$ cat config.mk
export PLATFORM = sky130hd
export DESIGN_NAME = up5bit_sat_counter
export DESIGN_NICKNAME = d
export VERILOG_FILES = /design/src/rtl/up5bit_sat_counter.sv
export SDC_FILE = /design/constraint.sdc
export NUM_CORES = 1
export LEC_CHECK = 0
export BUFFER_PORTS_ARGS = -buffer_cell sky130_fd_sc_hd__buf_2
export CAP_MARGIN = 10
export CORE_UTILIZATION = 38
export CTS_CLUSTER_DIAMETER = 50
export DETAILED_ROUTE_END_ITERATION = 12
export MAX_ROUTING_LAYER = met4
export PLACE_DENSITY = 0.66
export SYNTH_ARGS = -nofsm -noshare
export SYNTH_HDL_FRONTEND = slang
export SYNTH_SLANG_ARGS = --single-unit
$ cat constraint.sdc
create_clock -name clk -period 2.2 [get_ports clk]
set_input_delay 0.33 -clock clk [delete_from_list [all_inputs] [get_ports clk]]
set_output_delay 0.33 -clock clk [all_outputs]
set_load 0.02 [all_outputs]
$ cat src/rtl/up5bit_sat_counter.sv
// Saturating tally counter: synchronous clear has priority over increment,
// and the value sticks at all-ones instead of wrapping.
module up5bit_sat_counter #(
    parameter int W = 32
) (
    input  logic         clk,
    input  logic         reset,
    input  logic         clear,
    input  logic         inc,
    output logic [W-1:0] value
);

    always_ff @(posedge clk or posedge reset) begin
        if (reset) begin
            value <= '0;
        end else if (clear) begin
            value <= '0;
        end else if (inc && !(&value)) begin
            value <= value + W'(1);
        end
    end

endmodule

==> results of run 1 <==
## repair_timing
action	4_1_cts	5_1_grt
resized for setup	0	6
hold buffers	0	0
endpoints found under the setup margin	0	6
## power by group through the flow
stage | Sequential, mW | Combinational (mW) | Clock [mW]
floorplan | 0.612 | 0.0364 | 0
global placement | 0.605 | 0.0691 | 0
detailed placement | 0.605 | 0.0697 | 0
CTS | 0.594 | 0.0697 | 0.439
global route | 0.595 | 0.0771 | 0.458
finish | 0.594 | 0.0680 | 0.429
## cell usage in the layout (no fill, tap or decap), drive strengths merged, types with 2 or more instances in the layout
| cell | instances |
|---|---|
| xnor2 | 6 |
| nand2 | 11 |
| xor2 | 4 |
| or4 | 3 |
| o31ai | 3 |
| o2111ai | 2 |
| or3 | 11 |
| a31o | 2 |
| inv | 6 |
| nor4 | 7 |
| a2111oi | 3 |
| nor2b | 6 |
| o21ai | 10 |
| nand3 | 14 |
| dfrtp | 32 |
| nand4 | 9 |
| a211oi | 3 |
| a21oi | 15 |
| buf | 68 |
| and4 | 2 |
| nor3 | 4 |
| and3 | 4 |
| mux2 | 5 |
| nor2 | 24 |
| clkbuf | 6 |
## worst min-delay path, stage by stage
cell   delay, ns
buf_2       0.09
inv_1       0.04
buf_4       0.36
## metrics by stage
step / total power [mW] / cell area, um2 / util / setup WS, ns
floorplan: 0.6488 / 1841 / - / 0.04260
global placement: 0.6742 / 2285 / 0.5072 / 0.1437
detailed placement: 0.6750 / 2285 / 0.5072 / 0.1026
CTS: 1.103 / 2362 / 0.5244 / 0.09526
global route: 1.130 / 2381 / 0.5286 / 0.001894
finish: 1.092 / 2381 / 0.5286 / 0.1320
## routing by layer
layer | routed length [um] | global-route usage | part of all wire
met1 | 2155 | 0.2500 | 0.48
met2 | 2128 | 0.3164 | 0.47
met3 | 194 | 0.05485 | 0.043
met4 | 44 | 0.06318 | 0.0097
met5 | 0 | - | 0
## worst max-delay path by stage
stage                            to  slack (ns)  depth (start not counted)       from
final                      value[5]        0.13                          7   value[0]
after global routing      value[22]       0.002                          6   value[0]
after CTS                 value[18]         0.1                          6   value[8]
after detailed placement  value[18]        0.10                          6   value[8]
after global placement    value[22]        0.14                          6   value[8]
after floorplan           value[27]        0.04                          5  value[19]
## cells by family after synthesis
family,Yosys count
AO/OA/AOI/OAI,41
multiplexers,6
buffers and inverters,15
adder cells (fa/ha/maj),1
XOR/XNOR,10
flip-flops,32
AND/OR/NAND/NOR,98
## layout make-up
cell class                      count  area, um2  share of cell area
Clock buffer                        6      72.57             0.03048
Multi-Input combinational cell    156      992.2              0.4167
Tap cell                           52      65.06             0.02733
Timing Repair Buffer               68      422.9              0.1776
Inverter                            6      22.52            0.009459
Sequential cell                    32      800.8              0.3363
Clock inverter                      1      5.005            0.002102
==> flow_metrics.tcl, run 1 <==
set metrics [dict create \
    maxCapViolCount 0 \
    numCtsBuffers 5 \
    grt_remaining_overflow 0 \
    die_h_um 71.60 \
    clkPwrFrac 0.393 \
    ir_drop_uv 329.7 \
    final-hold-violation-count 0 \
    crit_type "reg -> reg" \
    wirelength_um 4523 \
    final_cell_count_no_fill 321 \
    critPathRequiredTime_ns 2.42 \
    synth-main-ff-cell "dfrtp_1" \
    die_area_mm2 0.005126 \
    period_share 0.9400 \
    postCtsSetupRepairBufs 0 \
    drc 0 \
    arrival_ns 2.29 \
    synth.avg_cell_area_um2 9.067 \
    nets 274 \
    hpwl_um 3197 \
    synthTopCellsByCount "dfrtp_1 (32), nor2_1 (24), a21oi_1 (15), nand3_1 (14), nand2_1 (11)" \
    cts-root-buf "clkbuf_8" \
    drtIter0Drc 150 \
    ios 36 \
    drive_gt1_frac 0.3383 \
    power.switching_mw 0.2624 \
    vias 1791 \
    critPathMaxFanout 6 \
    grt_max_degree 33 \
    placed_cells 314 \
    design.core.area_mm2 0.004504 \
    via_per_inst 5.579 \
    io_buffers 35 \
    clk_latency_ns 0.29 \
    ant_nets 0 \
    grt_pass1_vias 1699 \
    largest-register "value" \
    whs_ns 0.1119 \
    synth-simple-area-share 0.2896 \
    grt_pass1_wl_um 7721 \
    cellPowerDensity_mw_per_mm2 458.4 \
    path_cells "ha_1 > and3_1 > nand2_1 > o41ai_4 > buf_4 > or4_2 > a21oi_1" \
    setup_viol 0 \
    numClockSinks 32 \
    worst_pin_slew_ns 0.5315 \
    netlist_top_cells_area "dfrtp_1 (44%), nor2_1 (4.9%), a21oi_1 (4.1%)" \
    routedWlPerCell_um 14.09 \
    slew_headroom 0.6457 \
    clkTransAtPathRegs_ns 0.06 \
    nFillCells 439 \
    cts_tree "built" \
    leakagePower_nw 1.088 \
    reg_top3 "value: 32 flops" \
    synth_cells 203 \
    ys_seq_elements 32 \
    die_w_um 71.60 \
    power.internal_mw 0.8292 \
    cts.path.max_buffers 2 \
    skew_ns 0.004552 \
    critical_path.max_stage_delay_ns 0.59 \
    status "complete, no violations" \
    largest_register_ffs 32 \
    synth_top_family_by_area "simple AND/OR/NAND/NOR gates" \
    rows 24 \
    start_util 0.4086 \
    yosysUniqueCellTypes 40 \
    area_growth_pct 29.37 \
    hold_path_class "in -> async" \
    htreeDepth 2 \
    slowest_stage "or4_2" \
    end_kind "flip-flop" \
    grt_usage 0.1998 \
    power_frac_comb 0.062 \
    synth_xor_area_frac 0.04759 \
    syn-num-nets 208 \
    yosysSeqAreaShare 0.4351 \
    synth_top_cell_by_area "dfrtp_1" \
    seqPwrFrac 0.545 \
    synthArstFlopShare 1.000 \
    crit_family "simple AND/OR/NAND/NOR gates" \
    synth_most_common_cell "dfrtp_1" \
    antenna_found_initial 0 \
    r2r-start "value[0]" \
    timing.rr.end "value[5]" \
    switching_share 0.2404 \
    netlist_area_mm2 0.001841 \
    synth_edf_count 0 \
    synth_top_area_frac 0.4351 \
    dr.pass1.iters 4 \
    tns_ns 0 \
    synth_compound_area_frac 0.1489 \
    synth.area.mux_share 0.03603 \
    worst-r2r-cell-count 7 \
    rsz0062_at_grt "false" \
    gp_congestion 0.8044 \
    post-route-min-period_ns 2.068 \
    max_freq_ghz 0.4836 \
    critPathBufInv 1 \
    rrSetupSlack_ns 0.13 \
    antennaDiodeCount 0 \
    maxSlewViolCount 0 \
    synth_fa_ha_area_frac 0.006798 \
    start_kind "flip-flop" \
    synth_warnings 0 \
]
Note: power is estimated with default switching activity, not from simulation.
==> run 2: changes to the inputs <==
--- a/config.mk
+++ b/config.mk
@@ -12,6 +12,7 @@
 export DETAILED_ROUTE_END_ITERATION = 12
 export MAX_ROUTING_LAYER = met4
 export PLACE_DENSITY = 0.66
+export SETUP_SLACK_MARGIN = 0.15
 export SYNTH_ARGS = -nofsm -noshare
 export SYNTH_HDL_FRONTEND = slang
 export SYNTH_SLANG_ARGS = --single-unit
==> run 2 against run 1 <==
Count of clock-buffer cells in the layout rose by 2. Design area is 7.2% higher. Die area unchanged. First-iteration DRC count fell by 25%. Total power increased by 5.3%. Critical endpoint is now value[29]. Highest routed layer unchanged.
==> flow_metrics.tcl, run 2 (synthesis gave the netlist of run 1 again) <==
set metrics [dict create \
    dr.pass1.iters 4 \
    largest-register "value" \
    worst_pin_slew_ns 0.5874 \
    cts-root-buf "clkbuf_8" \
    crit_type "reg -> reg" \
    grt_max_degree 33 \
    arrival_ns 2.23 \
    design.core.area_mm2 0.004504 \
    largest_register_ffs 32 \
    final_common_cell "buf_2" \
    ir_drop_uv 318.9 \
    vias 1852 \
    period_share 0.9319 \
    ios 36 \
    clkTransAtPathRegs_ns 0.07 \
    maxCapViolCount 0 \
    nFillCells 426 \
    drive_gt1_frac 0.4359 \
    grt_remaining_overflow 0 \
    final-hold-violation-count 0 \
    antenna_found_initial 0 \
    die_area_mm2 0.005126 \
    max_freq_ghz 0.4878 \
    tns_ns 0 \
    numClockSinks 32 \
    via_per_inst 5.698 \
    ant_nets 0 \
    routedWlPerCell_um 15.06 \
    design_area_mm2 0.002552 \
    multi_input_area_mm2 0.001101 \
    drtIter0Drc 113 \
    start_kind "flip-flop" \
    setup_viol 0 \
    status "complete, no violations" \
    grt_usage 0.2103 \
    gp_congestion 0.7740 \
    maxSlewViolCount 0 \
    clk_latency_ns 0.29 \
    start_util 0.4086 \
    cts.path.max_buffers 2 \
    critPathMaxFanout 5 \
    rows 24 \
    io_buffers 35 \
    hold_path_class "in -> async" \
    drc 0 \
    critPathRequiredTime_ns 2.38 \
    cts_tree "built" \
    place_area_mm2 0.002243 \
    reg_top3 "value: 32 flops" \
    die_w_um 71.60 \
    hpwl_um 3235 \
    slew_headroom 0.6084 \
    utilization 0.5667 \
    post-route-min-period_ns 2.050 \
    numCtsBuffers 5 \
    rsz0062_at_grt "true" \
    skew_ns 0.009777 \
    area_growth_pct 38.68 \
    wirelength_um 4893 \
    die_h_um 71.60 \
    grt_pass1_wl_um 8093 \
    grt_pass1_vias 1686 \
    antennaDiodeCount 0 \
    cellPowerDensity_mw_per_mm2 450.3 \
    leakagePower_nw 1.121 \
    hold_buffers 0 \
    final_cell_mix "buf_2 (35), buf_4 (34), dfrtp_1 (23), nor2_1 (22), a21oi_1 (14)" \
    htreeDepth 2 \
    ff_latch_area_um2 812.0 \
    end_kind "flip-flop" \
    nets 277 \
]
run 2: cell types whose count changed in the layout (fill, tap and decap cells not counted), moves of 2 or more:
cell,previous run,this run
nor2_1,24,22
nor4_1,7,3
dfrtp_1,32,23
dfrtp_2,0,9
mux2_4,0,2
nor4_4,0,3
mux2_1,3,0
nand3_2,0,3
nand3_1,14,10
run 2: report_power, final:
group	internal [mW]	switching [mW]
logic	0.0245	0.0478
clock network	0.255	0.225
registers	0.593	0.00443
run 2: path summary, 6_finish.rpt:
kind,from,end,slack [ns],depth (start not counted)
hold reg to reg,value[13],value[13],0.60,2
hold / removal,reset,value[30],0.12,3
max in group asynchronous,reset,value[7],1.76,3
min in group clk,inc,value[4],0.45,3
setup reg to reg,value[27],value[29],0.15,6
setup / recovery,value[27],value[29],0.15,6
run 2: what timing repair did:
action / CTS / global route
setup buffers: 7 / 6
pin swaps: 3 / 4
resized for setup: 3 / 25
setup endpoints to repair: 5 / 17
run 2: layer usage:
metal	track usage	routed length [um]	up-vias
met5	-	0	-
met4	0.07190	67	0
met3	0.04923	195	7
met2	0.3238	2280	43
met1	0.2741	2350	912
li1	-	-	890
run 2: area by class of cell:
type	instances	share of cell area
Sequential cell	32	0.3181
Multi-Input combinational cell	156	0.4314
Inverter	6	0.008824
Timing Repair Buffer	71	0.1809
Clock buffer	8	0.03529
Tap cell	52	0.02549
run 2: critical path: stages (launching register included):
cell and delay, ns:
dfrtp_1 0.36, nand4_1 0.26, or2_4 0.37, o41ai_4 0.40, buf_6 0.20, nor4_4 0.04
mux2_4 0.30
run 2: metrics by stage:
stage	worst slack (ns)	total power, mW	hold WS (ns)	instances
final	0.1499	1.149	0.1169	325
after global routing	0.07691	1.192	0.1701	325
after CTS	0.1237	1.153	0.1281	319
after detailed placement	0.1170	0.6734	0.4429	304
after global placement	0.1512	0.6716	0.4417	304
after floorplan	0.09994	0.6495	0.4456	203
